File: src/rtl/stack_queue_ctrl.sv
// Pointer/occupancy engine for a dual-port RAM used as FIFO or LIFO.
// Optional almost-full/almost-empty flags are enabled by defining SQC_ALMOST_EN.
module stack_queue_ctrl #(
  parameter int adr_width  = 11,
  parameter int mem_size   = 2048,
  parameter int almost_thr = 4
) (
  input  logic                 clk,
  input  logic                 rst,
  input  logic                 mode_i,
  input  logic                 push_i,
  input  logic                 pop_i,
  output logic                 we_o,
  output logic [adr_width-1:0] adr_wr_o,
  output logic                 rde_o,
  output logic [adr_width-1:0] adr_rd_o,
  output logic                 valid_o,
  output logic [adr_width:0]   count_o,
  output logic                 full_o,
  output logic                 empty_o,
  output logic                 err_o
`ifdef SQC_ALMOST_EN
  ,
  output logic                 afull_o,
  output logic                 aempty_o
`endif
);

  localparam int CW = adr_width + 1;
  localparam logic [adr_width:0]   CNT_MAX  = CW'(mem_size);
  localparam logic [adr_width:0]   CNT_ONE  = CW'(1);
  localparam logic [adr_width-1:0] PTR_LAST = adr_width'(mem_size - 1);
  localparam logic [adr_width-1:0] PTR_ONE  = adr_width'(1);

  logic [adr_width-1:0] wr_ptr_q, wr_ptr_d, rd_ptr_q, rd_ptr_d;
  logic [adr_width:0]   count_q, count_d, cnt_m1;
  logic                 mode_q, mode_eff;
  logic                 valid_q, err_q, err_d, full_q, empty_q;
  logic                 push_ok, pop_ok;
  logic [adr_width-1:0] adr_wr, adr_rd;

  always_comb begin
    mode_eff = empty_q ? mode_i : mode_q;
    pop_ok   = pop_i & ~empty_q;
    push_ok  = push_i & (~full_q | pop_ok);
    cnt_m1   = count_q - CNT_ONE;
    wr_ptr_d = wr_ptr_q;
    rd_ptr_d = rd_ptr_q;
    if (mode_eff) begin
      // Stack: top of stack lives at count-1; a push+pop overwrites it in place.
      adr_wr   = (push_ok & pop_ok) ? cnt_m1[adr_width-1:0] : count_q[adr_width-1:0];
      adr_rd   = cnt_m1[adr_width-1:0];
      wr_ptr_d = '0;
      rd_ptr_d = '0;
    end else begin
      adr_wr = wr_ptr_q;
      adr_rd = rd_ptr_q;
      if (push_ok) wr_ptr_d = (wr_ptr_q == PTR_LAST) ? '0 : wr_ptr_q + PTR_ONE;
      if (pop_ok)  rd_ptr_d = (rd_ptr_q == PTR_LAST) ? '0 : rd_ptr_q + PTR_ONE;
    end
    case ({push_ok, pop_ok})
      2'b10:   count_d = count_q + CNT_ONE;
      2'b01:   count_d = cnt_m1;
      default: count_d = count_q;
    endcase
    err_d = err_q | (push_i & ~push_ok) | (pop_i & ~pop_ok);
  end

  always_ff @(posedge clk or posedge rst) begin
    if (rst) begin
      wr_ptr_q <= '0;
      rd_ptr_q <= '0;
      count_q  <= '0;
      mode_q   <= 1'b0;
      valid_q  <= 1'b0;
      err_q    <= 1'b0;
      full_q   <= 1'b0;
      empty_q  <= 1'b1;
    end else begin
      wr_ptr_q <= wr_ptr_d;
      rd_ptr_q <= rd_ptr_d;
      count_q  <= count_d;
      mode_q   <= mode_eff;
      valid_q  <= pop_ok;
      err_q    <= err_d;
      full_q   <= (count_d == CNT_MAX);
      empty_q  <= (count_d == '0);
    end
  end

`ifdef SQC_ALMOST_EN
  logic afull_q, aempty_q;
  always_ff @(posedge clk or posedge rst) begin
    if (rst) begin
      afull_q  <= 1'b0;
      aempty_q <= 1'b1;
    end else begin
      afull_q  <= (count_d >= CW'(mem_size - almost_thr));
      aempty_q <= (count_d <= CW'(almost_thr));
    end
  end
  assign afull_o  = afull_q;
  assign aempty_o = aempty_q;
`endif

  // Enables are gated by reset so the RAM is never written or read during reset.
  assign we_o     = push_ok & ~rst;
  assign rde_o    = pop_ok & ~rst;
  assign adr_wr_o = adr_wr;
  assign adr_rd_o = adr_rd;
  assign valid_o  = valid_q;
  assign count_o  = count_q;
  assign full_o   = full_q;
  assign empty_o  = empty_q;
  assign err_o    = err_q;

endmodule

File: config.mk
export PLATFORM = sky130hd
export DESIGN_NAME = stack_queue_ctrl
export DESIGN_NICKNAME = d
export VERILOG_FILES = /design/src/rtl/stack_queue_ctrl.sv
export SDC_FILE = /design/constraint.sdc
export NUM_CORES = 1
export LEC_CHECK = 0
export CORE_ASPECT_RATIO = 2
export CORE_MARGIN = 8
export CORE_UTILIZATION = 54
export DETAILED_ROUTE_END_ITERATION = 7
export PLACE_DENSITY_LB_ADDON = 0.25
export SKIP_LAST_GASP = 1
export SLEW_MARGIN = 20
export SYNTH_ARGS = -nofsm -noshare
export SYNTH_HDL_FRONTEND = slang
export SYNTH_SLANG_ARGS = --single-unit
File: constraint.sdc
create_clock -name clk -period 3.65 [get_ports clk]
set_input_delay 0.73 -clock clk [delete_from_list [all_inputs] [get_ports clk]]
set_output_delay 0.73 -clock clk [all_outputs]
set_load 0.01 [all_outputs]
# == After elaboration in Yosys (flattened, before gate mapping) ==
# Cells that the tools add are included.
# totals
regBits,39
in_bits,5
output_inout_bits,40
elab_cells,46
# op_classes
n_addsub,4
n_eq_ne,5
n_mux,11
n_bitwise,15
reduce_logical,3
# op_table
operator,n
$mux W11,9
$pmux W12 S2,1
$add A11 B1 Y11 const B,2
$eq A11 B11 Y1 const B,2
$add A12 B1 Y12 const B,1
$eq A12 B12 Y1 const B,1
$logic_not A12 Y1,1
$sub A12 B1 Y12 const B,1
$and A1 B1 Y1,7
$not A1 Y1,5
$reduce_bool A2 Y1,2
$or A1 B1 Y1,3
$eq A2 B1 Y1 const B,1
$eq A2 B2 Y1 const B,1
$mux W1,1

# == Longest topological paths before layout ==
# Gate-level depths: netlist of run 1.
# depth
ltp_word,8
depth_mapped,12
depth_no_buf,10

# == Least setup slack after synthesis of run 1 ==
# OpenSTA, ideal clock, no wires.
# synth_timing
path_type,in2out
start,input pop_i
end,output adr_wr_o[7]
t_arrival_ns,2.250
required_time_ns,2.920
slack_ns,0.670
stages,8
n_path_buf,2
path_cell_list,nand2b_1 > clkbuf_1 > a21oi_1 > ha_1 > clkbuf_1 > nand3_1 > xnor2_1 > o21ai_0
# synth_between
elab_chain_cells,6
# synth_lines
item,line,text
start: declaration,12,"input logic pop_i,"
$and A1 B1 Y1 (*),44,pop_ok = pop_i & ~empty_q;
$or A1 B1 Y1,45,push_ok = push_i & (~full_q | pop_ok);
$and A1 B1 Y1,45,
$and A1 B1 Y1 (*),51,adr_wr = (push_ok & pop_ok) ? cnt_m1[adr_width-1:0] : count_q[adr_width-1:0];
$mux W11 (*),51,
$mux W11 (*),49,if (mode_eff) begin
end: declaration,14,"output logic [adr_width-1:0] adr_wr_o,"
# Every way passes the cells marked *; elsewhere a longest branch is shown, timed or not.

# == Worst setup path after layout of run 1 ==
# layout_timing
start,input pop_i
end,output adr_wr_o[1]
# layout_between
elab_chain_cells,6
# layout_lines
item,line,text
$and A1 B1 Y1 (*),44,
via pop_ok,39,"logic push_ok, pop_ok;"
$or A1 B1 Y1,45,
$and A1 B1 Y1,45,
$and A1 B1 Y1 (*),51,
$mux W11 (*),51,
$mux W11 (*),49,
# Mark *: on every way through the listed nets, which the timed path passes. The rest lies on a longest branch.

==> qor.yml, run 1 <==
status: "complete, no violations"
drc: 0
coreArea_um2: 5139
comb_power_share: 0.639
wire_per_inst_um: 17.66
max_stage_delay_ns: 0.56
synth_seq_area_share: 0.3381
critPathBufInv: 5
p_switching_w: 0.001370
grt_overflow: 0
intPower_w: 0.001654
fillers: 414
syn_area_um2: 2890
die_w_um: 67.73
antenna_found_initial: 0
cp_data_arrival_time_ns: 2.80
rr_worst_depth: 12
synthCells: 358
die_area_um2: 8091
numClockSinks: 39
p_total_w: 0.003024
min_period_ns: 3.532
final_nets: 424
hold_ws_ns: 0.4813
routed_wl_mm: 8.316
cp-end-kind: "output pin"
postSynth.asyncResetShare: 1.000
timing.fmax_mhz: 283.1
root_buffer: "clkbuf_8"
dr.first_iter.drc_count: 234
clk_latency_ns: 0.30
synth_seq_cells: 39
fp-row-count: 37
tightest_slew_ns: 0.5609
hp-class: "flop to flop"
ir_drop_mv: 0.5449
cts_buffers: 5
cp_top_family: "buffers and inverters"
cpMaxStageDelayCell: "clkdlybuf4s50_1"
relSlewSlack: 0.6232
grt_max_degree: 40
dp_hpwl_mm: 6.374
cap_violations: 0
gp_congestion: 0.9565
cts_tree: "built"
grt_util_all_layers: 0.2185
rsz0062_at_grt: "no"
routed_via_density: 5.989
crit_cells: 10
synth_area_per_cell_um2: 8.073
finalCritPeriodShare: 0.9678
grt_pass1_vias: 2908
p_per_area_nw_per_um2: 836.8
grt_pass1_wl_mm: 13.92
switching_share: 0.4531
ys_warn_count: 0
p_leak_nw: 1.619
antennaDiodeCount: 0
synthesis.nets: 370
synth_edf_count: 0
cts.clk_slew.worst_paths_ns: 0.08
start_util: 0.5625
ys_types: 59
antenna_left: 0
clockPowerShare: 0.126
io_buffers: 44
worstPathCellList: "clkdlybuf4s50_1 -> nand2b_1 -> buf_4 -> inv_1 -> ha_1 -> buf_4 -> nand2_1 -> o21ai_0 -> o21ai_1 -> clkdlybuf4s50_1"
synth-main-ff-cell: "dfrtp_1"
areaGrowthSynthToFinish_pct: 25.02
clockBufferDepth: 2
start_kind: "input pin"
die_height_um: 119.5
setup_violations: 0
whs_path_depth: 1
drt_first_pass_iters: 4
cts_hold_buf: 0
vias: 2821
htreeDepth: 2
skew_ns: 0.008833
drv_slew: 0
worstSetupPathType: "input pin to output pin"
cp.required_ns: 2.92
ios: 45
drive_gt1_frac: 0.1162
critPathMaxFanout: 12
p_seq_frac: 0.234
final-hold-violation-count: 0
layout by cell type (no fill, tap or decap), types with 14 or more instances in the layout:
cell type and n:
o21ai_0 27, inv_1 16, nor2_1 36, xor2_1 17, xnor2_1 15, nand3_1 14, a21oi_1 15, clkdlybuf4s50_1 35
dfrtp_1 38, nand2_1 53, buf_4 26
registers in the layout (all words and copies together), names as in the netlist:
signal	count
count_o	12
empty_o	1
err_o	1
full_o	1
mode_q	1
rd_ptr_q	11
valid_o	1
wr_ptr_q	11
synth_stat cells, types with 2 or more instances:
cell / n / area share
xnor2_1: 15 / 0.045
or3_1: 2 / 0.0043
and3_1: 10 / 0.022
nor3b_2: 2 / 0.0087
o22ai_1: 2 / 0.0043
nand2b_1: 6 / 0.013
a221o_1: 2 / 0.0069
ha_1: 7 / 0.030
nor2b_1: 3 / 0.0065
o221ai_1: 2 / 0.0061
a31oi_1: 2 / 0.0043
nand4_1: 8 / 0.017
inv_1: 16 / 0.021
o211ai_1: 3 / 0.0078
nand2_1: 53 / 0.069
nand3_1: 14 / 0.024
nor4b_1: 2 / 0.0061
nor2_1: 36 / 0.047
buf_4: 3 / 0.0078
o21a_1: 3 / 0.0078
a221oi_1: 2 / 0.0061
dfrtp_1: 38 / 0.33
o21ai_0: 28 / 0.048
mux2i_1: 5 / 0.017
nor4_1: 3 / 0.0065
buf_6: 2 / 0.0078
a21oi_1: 15 / 0.026
buf_2: 3 / 0.0052
xor2_1: 17 / 0.052
and2_1: 2 / 0.0043
clkbuf_1: 14 / 0.018
nor3_1: 10 / 0.017
nor4_4: 2 / 0.015
path summary, 6_finish.rpt:
check | slack (ns) | from | endpoint
worst max register to register | 0.70 | empty_o | full_o
min in group asynchronous | 0.92 | rst | wr_ptr_q[6]
worst min-delay path | 0.48 | err_o | err_o
worst min register to register | 0.48 | err_o | err_o
worst max-delay path | 0.12 | pop_i | adr_wr_o[1]
max in group asynchronous | 2.36 | rst | count_o[3]
power by group through the flow:
| stage | Clock (W) | Sequential (W) | Combinational (W) |
|---|---|---|---|
| after floorplan | 0 | 0.000644 | 0.00117 |
| after global placement | 0 | 0.000707 | 0.00192 |
| after detailed placement | 0 | 0.000713 | 0.00193 |
| after CTS | 0.000388 | 0.000704 | 0.00194 |
| after global routing | 0.000406 | 0.000727 | 0.00211 |
| final | 0.000382 | 0.000709 | 0.00193 |
timing repair:
action | 4_1_cts | 5_1_grt
setup endpoints to repair | 2 | 9
setup buffers | 0 | 1
pin swaps | 0 | 1
gates resized for setup | 2 | 8
cloned | 0 | 0
metal layers:
metal / track usage / wire length [µm]
met1: 0.2324 / 3024
met2: 0.3733 / 4483
met3: 0.04038 / 394
met4: 0.1357 / 414
met5: 0 / 0
kinds of logic after synthesis:
logic type                 Yosys count  synth area share
buffers and inverters               39           0.06147
and+or+nand+nor                    160            0.2823
adders and majority gates            7           0.03030
muxes                                7           0.02641
xor gates and xnor gates            32           0.09697
AOI/OAI and AO/OA                   74            0.1645
DFF                                 39            0.3381
final cells by class:
class | instances | area (µm²) | area share
tap | 58 | 72.57 | 0.02008
clock buffer | 6 | 82.58 | 0.02285
clock inverter | 2 | 35.03 | 0.009695
inverter | 16 | 60.06 | 0.01662
multi-input combinational | 280 | 1735 | 0.4803
sequential | 39 | 977.2 | 0.2704
timing repair buffer | 70 | 650.6 | 0.1801
through the flow:
| step | util | setup slack [ns] | instance area, µm² | std cells | setup TNS [ns] |
|---|---|---|---|---|---|
| finish | 0.7032 | 0.1175 | 3613 | 471 | 0 |
| global placement | 0.6759 | 0.04333 | 3473 | 462 | 0 |
| CTS | 0.6983 | 0.01072 | 3588 | 470 | 0 |
| detailed placement | 0.6759 | -0.04149 | 3473 | 462 | -0.04743 |
| floorplan | - | 0.6698 | 2890 | 358 | 0 |
| global route | 0.7032 | 0.01171 | 3613 | 471 | 0 |
(Power assumes the default switching activity.)
==> run 2: changes to the inputs <==
Settings changed: CAP_MARGIN set to 20.
==> results of run 2 <==
No change in the layout: final DEF, timing and power equal those of run 1.
==> run 3: changes to the inputs <==
Settings changed: GPL_ROUTABILITY_DRIVEN set to 0.
==> run 3 against run 2 <==
  * Die area stayed put
  * Count of clock-buffer cells in the layout unchanged
  * Combinational power hardly changed
  * Core utilization is 0.12 points higher
  * Critical endpoint is now adr_rd_o[9]
  * Total power grew 0.23%
  * Largest cell class unchanged
==> qor.yml, run 3 (synthesized netlist as in run 1, its figures left out) <==
status: "complete, no violations"
critPathMaxFanout: 10
top_layer_used: "met4"
hp-class: "flop to flop"
final-hold-violation-count: 0
grt_max_degree: 39
routed_wl_mm: 8.168
setup_violations: 0
cp_top_family: "simple AND/OR/NAND/NOR gates"
p_leak_nw: 1.644
routed_via_density: 6.094
cp.required_ns: 2.92
ir_drop_mv: 0.5324
drv_slew: 0
min_period_ns: 3.443
antenna_left: 0
cts_hold_buf: 0
final_nets: 422
htreeDepth: 2
cpMaxStageDelayCell: "dfrtp_1"
dp_hpwl_mm: 6.328
ios: 45
areaGrowthSynthToFinish_pct: 25.24
drc: 0
clockBufferDepth: 2
worstSetupPathType: "flop to output pin"
skew_ns: 0.007757
p_switching_w: 0.001375
critPathBufInv: 1
place_ws_ns: 0.01730
p_per_area_nw_per_um2: 837.2
comb_power_share: 0.641
antennaDiodeCount: 0
dr_wl_met3_um: 482
wire_per_inst_um: 17.42
antenna_found_initial: 0
setup_ws_ns: 0.2069
switching_share: 0.4538
tns_ns: 0
clk_latency_ns: 0.30
grt_pass1_vias: 2752
clockPowerShare: 0.126
cp-end-kind: "output pin"
grt_util_all_layers: 0.2144
coreArea_um2: 5139
max_stage_delay_ns: 0.56
vias: 2858
root_buffer: "clkbuf_8"
drive_gt1_frac: 0.1144
start_kind: "flop"
cp_data_arrival_time_ns: 2.71
p_seq_frac: 0.234
numClockSinks: 39
wl_met2_mm: 4.398
placed_cells: 461
cap_violations: 0
die_height_um: 119.5
cts.clk_slew.worst_paths_ns: 0.08
start_util: 0.5625
finalNonFillerCells: 469
largest_reg_flops: 12
grt_pass1_wl_mm: 13.63
mostFrequentLayoutCells: "nand2_1, dfrtp_1, nor2_1, clkdlybuf4s50_1, o21ai_0"
timing.fmax_mhz: 290.4
die_area_um2: 8091
fp-row-count: 37
grt_overflow: 0
cts_buffers: 5
mostFrequentLayoutCell: "nand2_1"
die_w_um: 67.73
relSlewSlack: 0.6074
finalCritPeriodShare: 0.9433
drt-met1-wl_mm: 2.942
drt_first_pass_iters: 4
tightest_slew_ns: 0.5883
worstPathCellList: "nor4_4 -> nand2_1 -> nor2_1 -> xnor2_1 -> o21ai_0 -> clkdlybuf4s50_1"
io_buffers: 44
rsz0062_at_grt: "no"
dr.first_iter.drc_count: 264
intPower_w: 0.001655
cts_tree: "built"
-- run 3: worst register-to-register path, delay by kind of cell, from the launching register on --
family / cells / cell delay (ns)
flip-flops: 1 / 0.56
buffers and inverters: 4 / 0.57
AND/OR/NAND/NOR: 5 / 1.10
adder cells (fa/ha/maj): 1 / 0.29
AO/OA/AOI/OAI: 2 / 0.36
-- run 3: timing repair --
action | 4_1_cts | 5_1_grt
setup endpoints to repair | 2 | 9
gates resized for setup | 3 | 10
buffers inserted | 0 | 0
-- run 3: per-layer routing --
layer,GRT usage,up-vias
li1,-,1349
met1,0.2324,1374
met2,0.3709,108
met3,0.03756,27
met4,0.1159,0
met5,0,-
-- run 3: area by class of cell --
| cell class | count | area (µm²) |
|---|---|---|
| inverters | 16 | 60.06 |
| clock inverters | 2 | 35.03 |
| clock buffers | 6 | 82.58 |
| repair buffers | 68 | 653.1 |
| well taps | 58 | 72.57 |
| fillers | 420 | 1519 |
| flip-flops and latches | 39 | 977.2 |
| multi-input cells | 280 | 1739 |
-- run 3: final timing paths --
kind / from / endpoint / slack (ns) / cells past startpoint
setup reg to reg: empty_o / empty_o / 0.69 / 12
hold / removal: err_o / err_o / 0.48 / 1
hold reg to reg: err_o / err_o / 0.48 / 1
max in group asynchronous: rst / rd_ptr_q[3] / 2.04 / 3
min in group asynchronous: rst / count_o[3] / 0.85 / 2
setup / recovery: count_o[5] / adr_rd_o[9] / 0.21 / 6
-- run 3: stage by stage --
step           hold slack (ns)  utilization  power, W  instance area (µm²)
6_report                0.4779       0.7044  0.003031                 3620
5_1_grt                 0.4924       0.7044  0.003240                 3620
4_1_cts                 0.4827       0.7000  0.003050                 3597
3_5_place_dp            0.4658       0.6769  0.002672                 3478
3_3_place_gp            0.4672       0.6769  0.002651                 3478
2_1_floorplan           0.4879            -  0.001818                 2890
-- run 3: power groups by stage --
stage                     clock network, W  logic, W  registers (W)
after detailed placement                 0   0.00196       0.000712
after global routing              0.000412   0.00210       0.000724
after floorplan                          0   0.00117       0.000644
after global placement                   0   0.00194       0.000708
final                             0.000381   0.00194       0.000708
after CTS                         0.000384   0.00196       0.000704
